<file path="config.mk">
export PLATFORM = sky130hd
export DESIGN_NAME = fetch_unit
export DESIGN_NICKNAME = d
export VERILOG_FILES = /design/src/rtl/fetch_unit.sv
export SDC_FILE = /design/constraint.sdc
export NUM_CORES = 1
export LEC_CHECK = 0
export ABC_CLOCK_PERIOD_IN_PS = 2300
export BUFFER_PORTS_ARGS = -buffer_cell sky130_fd_sc_hd__buf_2
export CAP_MARGIN = 25
export CORE_MARGIN = 4
export CORE_UTILIZATION = 44
export DETAILED_ROUTE_END_ITERATION = 6
export GPL_TIMING_DRIVEN = 0
export PLACE_DENSITY_LB_ADDON = 0.1
export REMOVE_ABC_BUFFERS = 1
export SYNTH_ARGS = -nofsm -noshare
export SYNTH_HDL_FRONTEND = slang
export SYNTH_SLANG_ARGS = --single-unit
</file>
<file path="constraint.sdc">
create_clock -name clk -period 2.3 [get_ports clk]
set_input_delay 0.345 -clock clk [delete_from_list [all_inputs] [get_ports clk]]
set_output_delay 0.345 -clock clk [all_outputs]
set_load 0.03 [all_outputs]
</file>
<file path="src/rtl/fetch_unit.sv">
// Instruction fetch sequencer: owns the PC, reads one or two program words per
// instruction over a req/ready handshake and hands them to decision/execute.
module fetch_unit #(
  parameter int unsigned          WORD_SIZE    = 16,
  parameter logic [WORD_SIZE-1:0] RESET_VECTOR = 16'h0000,
  parameter logic [7:0]           HALT_OPCODE  = 8'hFF
) (
  input  logic                 clk,
  input  logic                 rst_n,
  output logic [WORD_SIZE-1:0] mem_addr,
  output logic                 mem_req,
  input  logic                 mem_ready,
  input  logic [WORD_SIZE-1:0] mem_rdata,
  output logic [WORD_SIZE-1:0] pc,
  output logic [WORD_SIZE-1:0] instruction,
  output logic [WORD_SIZE-1:0] peek_word,
  output logic [WORD_SIZE-1:0] seq_address,
  output logic                 fetch_valid,
  input  logic                 advance,
  input  logic [WORD_SIZE-1:0] next_address,
  output logic                 halted
);

  localparam logic [WORD_SIZE-1:0] ONE_W      = {{(WORD_SIZE-1){1'b0}}, 1'b1};
  localparam logic [WORD_SIZE-1:0] TWO_W      = {{(WORD_SIZE-2){1'b0}}, 2'b10};
  localparam logic [WORD_SIZE-1:0] ZERO_W     = {WORD_SIZE{1'b0}};
  localparam logic [WORD_SIZE-1:0] SEQ_RESET  = RESET_VECTOR + ONE_W;

  typedef enum logic [2:0] {
    ST_IDLE        = 3'd0,
    ST_FETCH_INSTR = 3'd1,
    ST_FETCH_PEEK  = 3'd2,
    ST_VALID       = 3'd3,
    ST_HALTED      = 3'd4
  } state_t;

  // Opcodes JMP..JLE carry their target in the following word.
  function automatic logic is_two_word(input logic [7:0] opcode);
    is_two_word = (opcode >= 8'h14) && (opcode <= 8'h24);
  endfunction

  state_t               state_r, state_s;
  logic [WORD_SIZE-1:0] pc_r, pc_s;
  logic [WORD_SIZE-1:0] mem_addr_r, mem_addr_s;
  logic                 mem_req_r, mem_req_s;
  logic [WORD_SIZE-1:0] instr_r, instr_s;
  logic [WORD_SIZE-1:0] peek_r, peek_s;
  logic [WORD_SIZE-1:0] seq_r, seq_s;
  logic                 valid_r, valid_s;
  logic                 halted_r, halted_s;
  logic [WORD_SIZE-1:0] pc_inc1_s, pc_inc2_s;

  assign pc_inc1_s = pc_r + ONE_W;
  assign pc_inc2_s = pc_r + TWO_W;

  // Next-state and next-output computation; every output is registered below.
  always_comb begin
    state_s    = state_r;
    pc_s       = pc_r;
    mem_addr_s = mem_addr_r;
    mem_req_s  = 1'b0;
    instr_s    = instr_r;
    peek_s     = peek_r;
    seq_s      = seq_r;
    valid_s    = 1'b0;
    halted_s   = 1'b0;
    case (state_r)
      ST_IDLE: begin
        state_s    = ST_FETCH_INSTR;
        mem_req_s  = 1'b1;
        mem_addr_s = pc_r;
      end
      ST_FETCH_INSTR: begin
        if (mem_ready) begin
          instr_s = mem_rdata;
          if (is_two_word(mem_rdata[WORD_SIZE-1 -: 8])) begin
            state_s    = ST_FETCH_PEEK;
            mem_req_s  = 1'b1;
            mem_addr_s = pc_inc1_s;
          end else begin
            state_s = ST_VALID;
            peek_s  = ZERO_W;
            seq_s   = pc_inc1_s;
            valid_s = 1'b1;
          end
        end else begin
          mem_req_s = 1'b1;
        end
      end
      ST_FETCH_PEEK: begin
        if (mem_ready) begin
          state_s = ST_VALID;
          peek_s  = mem_rdata;
          seq_s   = pc_inc2_s;
          valid_s = 1'b1;
        end else begin
          mem_req_s = 1'b1;
        end
      end
      ST_VALID: begin
        if (advance) begin
          if (instr_r[WORD_SIZE-1 -: 8] == HALT_OPCODE) begin
            state_s  = ST_HALTED;
            halted_s = 1'b1;
          end else begin
            state_s    = ST_FETCH_INSTR;
            pc_s       = next_address;
            mem_addr_s = next_address;
            mem_req_s  = 1'b1;
          end
        end else begin
          valid_s = 1'b1;
        end
      end
      ST_HALTED: begin
        halted_s = 1'b1;
      end
      default: begin
        state_s = ST_IDLE;
      end
    endcase
  end

  // State and output registers with asynchronous reset.
  always_ff @(posedge clk or negedge rst_n) begin
    if (!rst_n) begin
      state_r    <= ST_IDLE;
      pc_r       <= RESET_VECTOR;
      mem_addr_r <= RESET_VECTOR;
      mem_req_r  <= 1'b0;
      instr_r    <= ZERO_W;
      peek_r     <= ZERO_W;
      seq_r      <= SEQ_RESET;
      valid_r    <= 1'b0;
      halted_r   <= 1'b0;
    end else begin
      state_r    <= state_s;
      pc_r       <= pc_s;
      mem_addr_r <= mem_addr_s;
      mem_req_r  <= mem_req_s;
      instr_r    <= instr_s;
      peek_r     <= peek_s;
      seq_r      <= seq_s;
      valid_r    <= valid_s;
      halted_r   <= halted_s;
    end
  end

  assign mem_addr    = mem_addr_r;
  assign mem_req     = mem_req_r;
  assign pc          = pc_r;
  assign instruction = instr_r;
  assign peek_word   = peek_r;
  assign seq_address = seq_r;
  assign fetch_valid = valid_r;
  assign halted      = halted_r;

endmodule

</file>
==> run summary <==
FMAX: 459 MHz
part of the cycle the worst path needs: 94.7%
vias in the first global route: 3199
Mapped Avg Cell Area: 11.2 um2
largest net degree at the start of global routing: 48
gpl congestion: 0.834
global route total overflow: 0
Pwr Total: 9.20 mW
largest area contributor in the netlist: dfrtp_1
Synth warnings: 0
Crit. End Element: flip-flop
fin util: 57.7%
Startpoint Class: flip-flop
register area: 2160 um2
Layout area overhead: 25.8%
Worst path depth: 6
Clk pwr share: 12.0%
DIE AREA: 11400 um2
crit path DAT: 2.43 ns
Synth Cell Area: 4300 um2
RSZ-0062 raised after global routing: false
hold path depth: 2
commonest cells in the netlist: dfrtp_1, mux2_2, clkbuf_1
total global-route track usage: 19.4%
DR WL met3: 520 um
# H-tree levels: 3
CP top delay family: simple AND/OR/NAND/NOR gates
relative slew slack: 60.0%
clk_skew: 0.0206 ns
Hold WS: 0.223 ns
root buffer cell: clkbuf_8
DP HPWL: 7.76 mm
CTS buffer count: 9
fin. max-slew vios: 0
Setup TNS Final: 0 ns
Worst-path clk slew: 0.10 ns
post-place setup slack: -0.911 ns
Sw Ratio: 46.7%
Seq pwr share: 32.6%
IO buf count: 118
Placed Cells: 603
worst slew pin tran: 0.600 ns
predominant post-synthesis flop cell: dfrtp_1
worst reg-to-reg path cell count: 6
WP buf/inv: 1
Cell Rows: 35
first-pass GRT wire length: 17.4 mm
area of placed instances: 5050 um2
post-route DRC violation count: 0
async set or reset register ratio after synthesis: 100%
Yosys cell types: 39
Leakage: 2.69 nW
Hold Crit Class: in2reg
design area: 5410 um2
Synth top area share: 49.4%
post-route ant nets: 0
Final Hold Fails: 0
WL met2: 5.20 mm
clock sink count: 86
dominant cell by count in the synthesized netlist: dfrtp_1
cells along the critical path: nand2b_1 -> nor2_4 -> o41a_1 -> or4_4 -> buf_4 -> mux2_4
status: finished clean
n_diodes: 0
max_cap viols: 0
CP max stage cell: dfrtp_4
DRT Wirelength: 10.9 mm
Fillers: 882
Pre-antenna DRT Iters: 4
switching power: 4.30 mW
worst endpoint required time: 2.56 ns
Via Count: 3402
EDFF count, synth: 0
Via-to-Cell Ratio: 5.39
starting density of the core: 45.9%
antenna violations before repair: 0
flops & latches, synth: 86
Comb pwr share: 55.4%
Max VDD drop: 778 uV
Die W: 107 um
Layout Cells excl Fill: 631
Die Ht: 107 um
CP Max Fanout: 13
critical path's largest stage delay: 0.57 ns
register area share after synthesis: 50.0%
Multi-input gate area: 2070 um2
Pint: 4.90 mW
crit path kind: reg2reg
Final min period: 2.18 ns
Final setup viols: 0
insertion delay to the later sink of the worst-skew pair: 0.36 ns
CTS tree: yes
main area contributors after synthesis: dfrtp_1, mux2_2, mux2_4
Pwr Density: 1700 nW/um2
drt wl/cell: 17.2 um
met1 WL: 5.05 mm
final setup margin: 0.123 ns
NumNets Final: 535
I/O pin cnt: 119
Mapped Cells: 383
top routing layer in use: met4
layout cells sized above 1: 46.6%
core footprint: 9370 um2
initial drt markers: 140
Bufs on Longest Clock Path: 2
==> cells in the final DEF (no fill, tap or decap), types with 12 or more instances in the layout <==
| cell | netlist | final |
|---|---|---|
| nand2_1 | 23 | 23 |
| a21o_1 | 16 | 16 |
| and3_1 | 23 | 23 |
| mux2_2 | 54 | 54 |
| a21oi_1 | 16 | 16 |
| o21ai_0 | 12 | 12 |
| buf_2 | 3 | 117 |
| dfrtp_1 | 85 | 80 |
==> repair_timing <==
action	in CTS	in global routing
hold buffers	1	0
resized for setup	6	10
hold endpoints to repair	33	0
setup endpoints to repair	76	38
pin swaps	2	0
buffers inserted	10	1
==> power by group through the flow <==
| stage | combinational [mW] | sequential (mW) | clock (mW) |
|---|---|---|---|
| floorplan | 2.05 | 4.32 | 0 |
| global placement | 4.75 | 2.99 | 0 |
| detailed placement | 4.91 | 3.04 | 0 |
| CTS | 5.09 | 3.01 | 1.13 |
| global route | 5.45 | 3.14 | 1.22 |
| finish | 5.10 | 3.00 | 1.11 |
==> path summary, 6_finish.rpt <==
kind                                     startpoint                         end  slack, ns
min reg2reg                peek_word[1]$_DFFE_PN0P_    peek_word[1]$_DFFE_PN0P_       0.48
max                          state_r[1]$_DFFE_PN0P_    mem_addr[13]$_DFFE_PN0P_       0.12
max reg2reg                  state_r[1]$_DFFE_PN0P_    mem_addr[13]$_DFFE_PN0P_       0.12
min in group asynchronous                     rst_n          pc[12]$_DFFE_PN0N_       0.51
max in group asynchronous                     rst_n  seq_address[0]$_DFFE_PN1P_       1.11
min                                next_address[13]          pc[13]$_DFFE_PN0N_       0.22
==> layout make-up <==
cell class              count  area share (%)
flip-flops and latches     86            40.0
repair buffers            136            14.9
inverters                   3           0.208
clock inverters             6            1.25
well taps                 129            2.98
multi-input cells         261            38.2
clock buffers              10            2.54
==> cell families after synthesis <==
| logic type | share of synthesized area [%] |
|---|---|
| adder cells (fa/ha/maj) | 0.581 |
| multiplexers | 19.2 |
| AO/OA/AOI/OAI | 10.8 |
| AND/OR/NAND/NOR | 11.8 |
| buffers and inverters | 3.40 |
| XOR/XNOR | 4.07 |
| flip-flops | 50.0 |
==> flip-flops by register name, indices dropped and copies added (netlist names) <==
name / cells
instruction: 16
mem_addr: 16
pc: 16
peek_word: 16
seq_address: 16
state_r: 3
fetch_valid: 1
halted: 1
mem_req: 1
==> routing by layer <==
metal / global-route usage, % / vias to the layer above
li1: - / 1618
met1: 28.1 / 1682
met2: 29.6 / 93
met3: 4.21 / 9
met4: 5.02 / 0
met5: 0 / -
(Power assumes the default switching activity.)
